<file path="config.mk">
export PLATFORM = sky130hd
export DESIGN_NAME = fifo_wr_arbiter
export DESIGN_NICKNAME = d
export VERILOG_FILES = /design/src/rtl/fifo_wr_arbiter.sv
export SDC_FILE = /design/constraint.sdc
export NUM_CORES = 1
export LEC_CHECK = 0
export BUFFER_PORTS_ARGS = -buffer_cell sky130_fd_sc_hd__buf_2
export CORE_UTILIZATION = 35
export CTS_CLUSTER_SIZE = 28
export DETAILED_ROUTE_END_ITERATION = 10
export SLEW_MARGIN = 0
export SYNTH_ARGS = -nofsm -noshare
export SYNTH_HDL_FRONTEND = slang
export SYNTH_SLANG_ARGS = --single-unit
</file>
<file path="constraint.sdc">
create_clock -name wr_clk -period 1.65 [get_ports wr_clk]
set_input_delay 0.33 -clock wr_clk [delete_from_list [all_inputs] [get_ports wr_clk]]
set_output_delay 0.33 -clock wr_clk [all_outputs]
set_load 0.005 [all_outputs]
</file>
<file path="src/rtl/fifo_wr_arbiter.sv">
// Round-robin arbiter for 4 requesters sharing one FIFO write port. Grant, strobe and data are registered, one cycle after the request.
// Backpressure: f_full, or f_afull while a write is in flight, stalls the grant and counts stall cycles.
module fifo_wr_arbiter #(
   parameter int DATA_W = 8,
   parameter int NREQ   = 4
) (
   input  logic                   wr_clk,
   input  logic                   reset,
   input  logic [NREQ-1:0]        req,
   input  logic [NREQ*DATA_W-1:0] req_data,
   input  logic                   f_full,
   input  logic                   f_afull,
   output logic                   wr_en,
   output logic [DATA_W-1:0]      wr_data,
   output logic [NREQ-1:0]        gnt,
   output logic [15:0]            stall_cnt
);

   typedef enum logic [1:0] {
      IDLE  = 2'd0,
      WRITE = 2'd1,
      STALL = 2'd2
   } state_t;

   state_t          state;
   logic [1:0]      last_gnt;
   logic [NREQ-1:0] elig;
   logic            blocked;
   logic            win_found;
   logic [1:0]      win;
   logic [1:0]      idx;

   // The requester written this cycle is excluded so a held req cannot win twice in a row.
   always_comb begin
      elig      = req & ~gnt;
      blocked   = f_full | ((state == WRITE) & f_afull);
      win       = 2'd0;
      win_found = 1'b0;
      idx       = 2'd0;
      for (int k = 1; k <= NREQ; k++) begin
         idx = last_gnt + 2'(k);
         if (!win_found && elig[idx]) begin
            win       = idx;
            win_found = 1'b1;
         end
      end
   end

   always_ff @(posedge wr_clk or posedge reset) begin
      if (reset) begin
         state     <= IDLE;
         wr_en     <= 1'b0;
         gnt       <= '0;
         wr_data   <= '0;
         stall_cnt <= 16'd0;
         last_gnt  <= 2'd3;
      end else if (win_found && !blocked) begin
         state    <= WRITE;
         wr_en    <= 1'b1;
         gnt      <= NREQ'(1) << win;
         wr_data  <= req_data[win*DATA_W +: DATA_W];
         last_gnt <= win;
      end else if (win_found) begin
         state <= STALL;
         wr_en <= 1'b0;
         gnt   <= '0;
         if (stall_cnt != 16'hFFFF)
            stall_cnt <= stall_cnt + 16'd1;
      end else begin
         state <= IDLE;
         wr_en <= 1'b0;
         gnt   <= '0;
      end
   end

endmodule

</file>
==> results of run 1 <==
[how the worst min path moves through the flow]
| stage | to | startpoint | cells after the start | slack, ns |
|---|---|---|---|---|
| finish | stall_cnt[3] | reset | 2 | 0.04 |
| global placement | stall_cnt[12] | reset | 2 | 0.36 |
| floorplan | gnt[0] | reset | 1 | 0.44 |
| global route | stall_cnt[12] | reset | 2 | 0.07 |
| detailed placement | stall_cnt[12] | reset | 2 | 0.36 |
| CTS | stall_cnt[12] | reset | 2 | 0.05 |
[stage by stage]
| stage | TNS, ns | cells | hold WS [ns] | util | total power, mW |
|---|---|---|---|---|---|
| floorplan | 0 | 152 | 0.445 | - | 2.09 |
| detailed placement | -0.402 | 297 | 0.359 | 0.490 | 2.78 |
| CTS | -0.448 | 306 | 0.0527 | 0.515 | 3.43 |
| global route | -1.00 | 310 | 0.0682 | 0.540 | 3.73 |
| global placement | -0.362 | 297 | 0.356 | 0.490 | 2.76 |
| finish | -0.352 | 310 | 0.0373 | 0.540 | 3.50 |
[timing repair]
| action | 4_1_cts | 5_1_grt |
|---|---|---|
| gates resized for setup | 1 | 17 |
| hold buffers | 0 | 0 |
| buffers inserted | 1 | 4 |
| pin swaps | 1 | 11 |
| setup endpoints to repair | 12 | 21 |
[state kept, by name, summed over array words and instances, names as in the netlist]
| signal | count |
|---|---|
| gnt | 4 |
| last_gnt | 2 |
| stall_cnt | 16 |
| state | 2 |
| wr_data | 8 |
[routing by layer]
| layer | wire, um | track usage | vias up |
|---|---|---|---|
| met5 | 0 | 0 | - |
| li1 | - | - | 762 |
| met1 | 2000 | 0.213 | 712 |
| met2 | 1910 | 0.266 | 61 |
| met4 | 48 | 0.0719 | 0 |
| met3 | 204 | 0.0366 | 6 |
[cells in the mapped netlist]
cell,number
xor2_1,12
o311ai_4,1
o211ai_1,1
dfstp_2,2
and3_1,4
and4bb_2,3
and4_4,1
and3_4,2
nand4_1,4
o22ai_1,1
nor2b_1,3
a31oi_1,1
mux2_4,1
buf_6,2
ha_1,1
nor4b_2,3
nand3_1,2
and4_1,1
inv_2,1
nor2_1,5
a21oi_1,2
o21a_1,1
buf_2,1
dfrtp_1,30
buf_4,1
nor2_2,1
and3b_1,1
o21ai_0,1
mux2i_1,16
inv_1,4
nand2_1,20
nor3_1,4
o221ai_1,8
xnor2_1,3
a31o_2,1
nor4_2,1
nand2b_1,5
nor4_1,1
[where the power goes]
group          internal, mW  leakage [nW]  switching (mW)  total (mW)
clock                 0.340        0.0455           0.285       0.625
combinational         0.915         0.876           0.785        1.70
sequential             1.04         0.407           0.140        1.18
[cell families (layout without fill, tap and decap cells)]
group,count (synthesis),count (layout),share of synthesized area
simple gates,61,61,0.224
flops,32,32,0.471
compound gates,17,17,0.0865
mux,17,17,0.103
xor+xnor,15,15,0.0770
buf+inv,9,113,0.0315
fa+ha+maj,1,1,0.00733
[final cells by class]
cell class / instances / area share
Tap cell: 54 / 0.0267
Multi-Input combinational cell: 111 / 0.373
Inverter: 5 / 0.00741
Sequential cell: 32 / 0.317
Timing Repair Buffer: 100 / 0.240
Clock buffer: 8 / 0.0356
==> flow_metrics.env, run 1 <==
export IMPL_status="finished with violations"
export IMPL_violations="negative setup slack"
export IMPL_post_route_period_util=1.04
export IMPL_synth_seq_area_share=0.471
export IMPL_tightest_slew_ns=0.461
export IMPL_critPathLaunchType="flop"
export IMPL_finalInstanceArea_um2=2530
export IMPL_routabilityCongestion=0.764
export IMPL_layout_commonest_cell="buf_2"
export IMPL_cp_depth=6
export IMPL_timing_final_hold_violations=0
export IMPL_clock_latency_ns=0.28
export IMPL_worstPathRequired_ns=1.79
export IMPL_postRouteAntennaNets=0
export IMPL_worstSetupPathType="reg -> reg"
export IMPL_final_cell_mix="buf_2, dfrtp_1, buf_4"
export IMPL_hp_class="in -> async"
export IMPL_synth_cells=152
export IMPL_root_buffer="clkbuf_8"
export IMPL_cp_end_kind="flop"
export IMPL_cts_buffers=5
export IMPL_multiInputGateArea_um2=945
export IMPL_diodes=0
export IMPL_power_leakage_nw=1.33
export IMPL_drt_iter0_drc=49
export IMPL_port_buffer_count=68
export IMPL_startpoint="last_gnt[0]"
export IMPL_slowest_stage="dfstp_2"
export IMPL_setup_slack_ns=-0.0580
export IMPL_area_growth_pct=48.5
export IMPL_worstReg2RegStart="last_gnt[0]"
export IMPL_cp_max_fo=21
export IMPL_die_w_um=71.8
export IMPL_ff2ff_path_depth=6
export IMPL_r2r_setup_slack_ns=-0.06
export IMPL_setup_viol=8
export IMPL_max_freq_ghz=0.585
export IMPL_core_um2=4690
export IMPL_slew_headroom=0.692
export IMPL_vias=1541
export IMPL_io_pins=69
export IMPL_rsz0062_at_grt="yes"
export IMPL_start_util=0.364
export IMPL_tritoncts="done"
export IMPL_cts_sinks=32
export IMPL_die_area_um2=5160
export IMPL_ys_top_cells_by_area="dfrtp_1, mux2i_1, xor2_1"
export IMPL_ir_worst_vdd_mv=0.571
export IMPL_gr_usage_all_layers=0.165
export IMPL_rows=25
export IMPL_htreeDepth=2
export IMPL_drv_slew=0
export IMPL_finalWirelength_um=4160
export IMPL_synth_top_area_cell="dfrtp_1"
export IMPL_die_h_um=71.8
export IMPL_wl_per_cell_um=13.4
export IMPL_crit_family="flip-flops"
export IMPL_grt_pass1_wl_um=6490
export IMPL_placedInstanceArea_um2=2300
export IMPL_area_sequential_um2=803
export IMPL_path_cells="and4bb_2 > a21oi_2 > o311ai_4 > buf_12 > mux2i_1 > o221ai_1"
export IMPL_cp_data_arrival_time_ns=1.85
export IMPL_powerDensity_nw_per_um2=1380
export IMPL_dp_hpwl_um=3100
export IMPL_pre_cts_ws_ns=-0.0606
export IMPL_grt_pass1_vias=1431
export IMPL_clockBufferDepth=2
export IMPL_nets=296
export IMPL_r2r_end="wr_data[2]"
export IMPL_avgSynthCellArea_um2=11.2
export IMPL_drive_above_1_share=0.531
export IMPL_netlist_area_leader_share=0.440
export IMPL_grt_max_degree=22
export IMPL_critPathCapture="wr_data[2]"
export IMPL_nFillCells=438
export IMPL_firstDrtPassIters=4
export IMPL_yosysUniqueCellTypes=38
export IMPL_critical_path_buf_inv_count=1
export IMPL_grt_remaining_overflow=0
export IMPL_synth_seq_cells=32
export IMPL_drc=0
export IMPL_antenna_found_initial=0
export IMPL_clk_pin_slew_worst_paths_ns=0.07
export IMPL_max_stage_delay_ns=0.55
export IMPL_viasPerCell=4.97
export IMPL_synth_area_um2=1710
export IMPL_fin_crit_ns=1.71
export IMPL_ys_warn_count=0
export IMPL_syn_nets=193
export IMPL_drv_cap=0
export IMPL_clock_skew_final_ns=0.00739
No activity file was read; power rests on OpenSTA's default activity.
==> run 2: changes to the inputs <==
--- a/config.mk
+++ b/config.mk
@@ -5,6 +5,7 @@
 export SDC_FILE = /design/constraint.sdc
 export NUM_CORES = 1
 export LEC_CHECK = 0
+export ABC_AREA = 1
 export BUFFER_PORTS_ARGS = -buffer_cell sky130_fd_sc_hd__buf_2
 export CORE_UTILIZATION = 35
 export CTS_CLUSTER_SIZE = 28
==> flow_metrics.env, run 2 <==
export IMPL_setup_slack_ns=-0.383
export IMPL_layout_commonest_cell="nand2_1"
export IMPL_r2r_setup_slack_ns=-0.38
export IMPL_grt_pass1_wl_um=9360
export IMPL_hp_class="in -> async"
export IMPL_ys_warn_count=0
export IMPL_die_w_um=78.1
export IMPL_netlist_area_leader_share=0.371
export IMPL_cp_data_arrival_time_ns=2.25
export IMPL_max_freq_ghz=0.492
export IMPL_switchingPower_mw=3.25
export IMPL_cts_sinks=32
export IMPL_grt_pass1_vias=2118
export IMPL_antenna_found_initial=0
export IMPL_clock_skew_final_ns=0.00572
export IMPL_drc=0
export IMPL_avgSynthCellArea_um2=7.06
export IMPL_synth_top_area_cell="dfrtp_1"
export IMPL_viasPerCell=4.69
export IMPL_rsz0062_at_grt="yes"
export IMPL_p_seq_frac=0.180
export IMPL_dp_cells=456
export IMPL_synth_seq_area_share=0.397
export IMPL_combPwrFrac=0.738
export IMPL_drive_above_1_share=0.418
export IMPL_firstDrtPassIters=6
export IMPL_die_area_um2=6100
export IMPL_postRouteAntennaNets=0
export IMPL_ys_top_cells_by_area="dfrtp_1, nand2_1, nand3_1"
export IMPL_worstSetupPathType="reg -> reg"
export IMPL_io_pins=69
export IMPL_powerDensity_nw_per_um2=2250
export IMPL_clk_pin_slew_worst_paths_ns=0.06
export IMPL_cts_buffers=5
export IMPL_port_buffer_count=68
export IMPL_start_util=0.366
export IMPL_pre_cts_ws_ns=-0.311
export IMPL_rows=27
export IMPL_tritoncts="done"
export IMPL_syn_nets=328
export IMPL_area_sequential_um2=803
export IMPL_grt_max_degree=33
export IMPL_grt_remaining_overflow=0
export IMPL_tightest_slew_ns=0.488
export IMPL_synth_area_um2=2030
export IMPL_slew_headroom=0.672
export IMPL_synth_common_cells="nand2_1, nand3_1, dfrtp_1"
export IMPL_post_route_period_util=1.23
export IMPL_pwr_share_clk=0.082
export IMPL_diodes=0
export IMPL_core_um2=5540
export IMPL_wl_per_cell_um=12.0
export IMPL_p_int_mw=3.68
export IMPL_synth_cells=287
export IMPL_largest_reg_flops=16
export IMPL_final_cell_mix="nand2_1, buf_2, buf_4"
export IMPL_hold_buffers=0
export IMPL_synthFlopType="dfrtp_1"
export IMPL_vias=2221
export IMPL_timing_final_hold_violations=0
export IMPL_cp_end_kind="flop"
export IMPL_nets=442
export IMPL_yosysUniqueCellTypes=27
export IMPL_switching_share=0.469
export IMPL_root_buffer="clkbuf_8"
export IMPL_synth_seq_cells=32
export IMPL_power_leakage_nw=1.69
export IMPL_htreeDepth=2
export IMPL_yosysMostFrequentCell="nand2_1"
export IMPL_area_growth_pct=52.2
export IMPL_die_h_um=78.1
export IMPL_ir_worst_vdd_mv=1.15
export IMPL_cp_max_fo=7
export IMPL_clock_latency_ns=0.28
export IMPL_dp_hpwl_um=4090
export IMPL_nFillCells=537
export IMPL_top_register="stall_cnt"
export IMPL_finalWirelength_um=5680
export IMPL_critPathLaunchType="flop"
export IMPL_fin_crit_ns=2.03
export IMPL_ff2ff_path_depth=14
export IMPL_gr_usage_all_layers=0.196
export IMPL_drv_cap=0
export IMPL_r2r_end="wr_data[5]"
export IMPL_status="finished with violations"
export IMPL_clockBufferDepth=2
export IMPL_violations="negative setup slack"
export IMPL_worstReg2RegStart="last_gnt[0]"
export IMPL_synth_edf_count=0
export IMPL_drt_iter0_drc=56
export IMPL_fin_tns_setup_ns=-8.76
export IMPL_synth_async_reset_ratio=1.00
export IMPL_drv_slew=0
export IMPL_fin_cells=474
export IMPL_setup_viol=31
export IMPL_worstPathRequired_ns=1.86
export IMPL_multiInputGateArea_um2=1280
export IMPL_largestRegisters="stall_cnt (16), wr_data (8), gnt (4)"
export IMPL_routabilityCongestion=0.837
==> run 2: cell count changes after synthesis, sizes merged, moves of 6 or more <==
cell,delta
nor2,+10
nand3,+33
nand2,+121
and3,-6
o221ai,-8
inv,+14
mux2i,-16
==> run 2: through the flow <==
step / hold slack, ns / instance area [um^2] / utilization / power [mW]
after floorplan: 0.445 / 2080 / - / 3.91
after global placement: 0.436 / 2750 / 0.495 / 5.32
after detailed placement: 0.437 / 2750 / 0.495 / 5.35
after CTS: 0.133 / 3000 / 0.542 / 6.73
after global routing: 0.147 / 3080 / 0.556 / 7.58
final: 0.126 / 3080 / 0.556 / 6.92
==> run 2: area by class of cell <==
class	instances	share of cell area
multi-input cells	232	0.415
flip-flops and latches	32	0.261
repair buffers	110	0.239
well taps	72	0.0292
inverters	19	0.0280
clock buffers	7	0.0248
repair inverters	1	0.00203
clock inverters	1	0.00162
==> run 2: critical path, cell delays in order, from the launching register on <==
cell and delay [ns]:
dfstp_2 0.62, nand2_1 0.12, nand2_4 0.11, buf_4 0.11, nand3_1 0.06, nand2_1 0.08
nand4_1 0.14, nand2_4 0.22, buf_6 0.15, nand3_1 0.06, nand2_1 0.07, nand2_1 0.05
nand2_1 0.07, nand2_1 0.06, nand2_1 0.06
==> run 2: worst max-delay path by stage <==
stage                            from          to  slack, ns  cells after the start
after global routing      last_gnt[0]  wr_data[4]      -0.54                     13
after floorplan           last_gnt[0]  wr_data[7]      -0.16                     14
after detailed placement  last_gnt[0]  wr_data[6]      -0.31                     14
after CTS                 last_gnt[0]  wr_data[5]      -0.33                     14
final                     last_gnt[0]  wr_data[5]      -0.38                     14
after global placement    last_gnt[0]  wr_data[5]      -0.26                     14
==> run 2: power groups by stage <==
stage	Clock (mW)	Combinational [mW]	Sequential, mW
floorplan	0	2.61	1.30
global placement	0	4.08	1.25
detailed placement	0	4.11	1.25
CTS	0.584	4.91	1.24
global route	0.624	5.68	1.27
finish	0.567	5.11	1.24
==> run 2: repair_timing <==
item | CTS | global route
pin swaps | 10 | 3
gates resized for setup | 23 | 15
setup endpoints to repair | 31 | 31
hold endpoints to repair | 0 | 0
gates cloned | 4 | 1
setup buffers | 4 | 1
==> run 2: logic make-up (layout without fill, tap and decap cells) <==
group	after synthesis	after routing	synth area share
AOI/OAI and AO/OA	9	9	0.0334
adders and majority gates	1	1	0.00618
buffers and inverters	25	138	0.0618
and+or+nand+nor	206	208	0.442
xor gates and xnor gates	14	14	0.0605
DFF	32	32	0.397
==> run 2: routing by layer <==
layer,share of wire,track usage,wire length [um]
met1,0.44,0.228,2500
met2,0.50,0.354,2850
met3,0.041,0.0395,230
met5,0,0,0
met4,0.017,0.0685,98
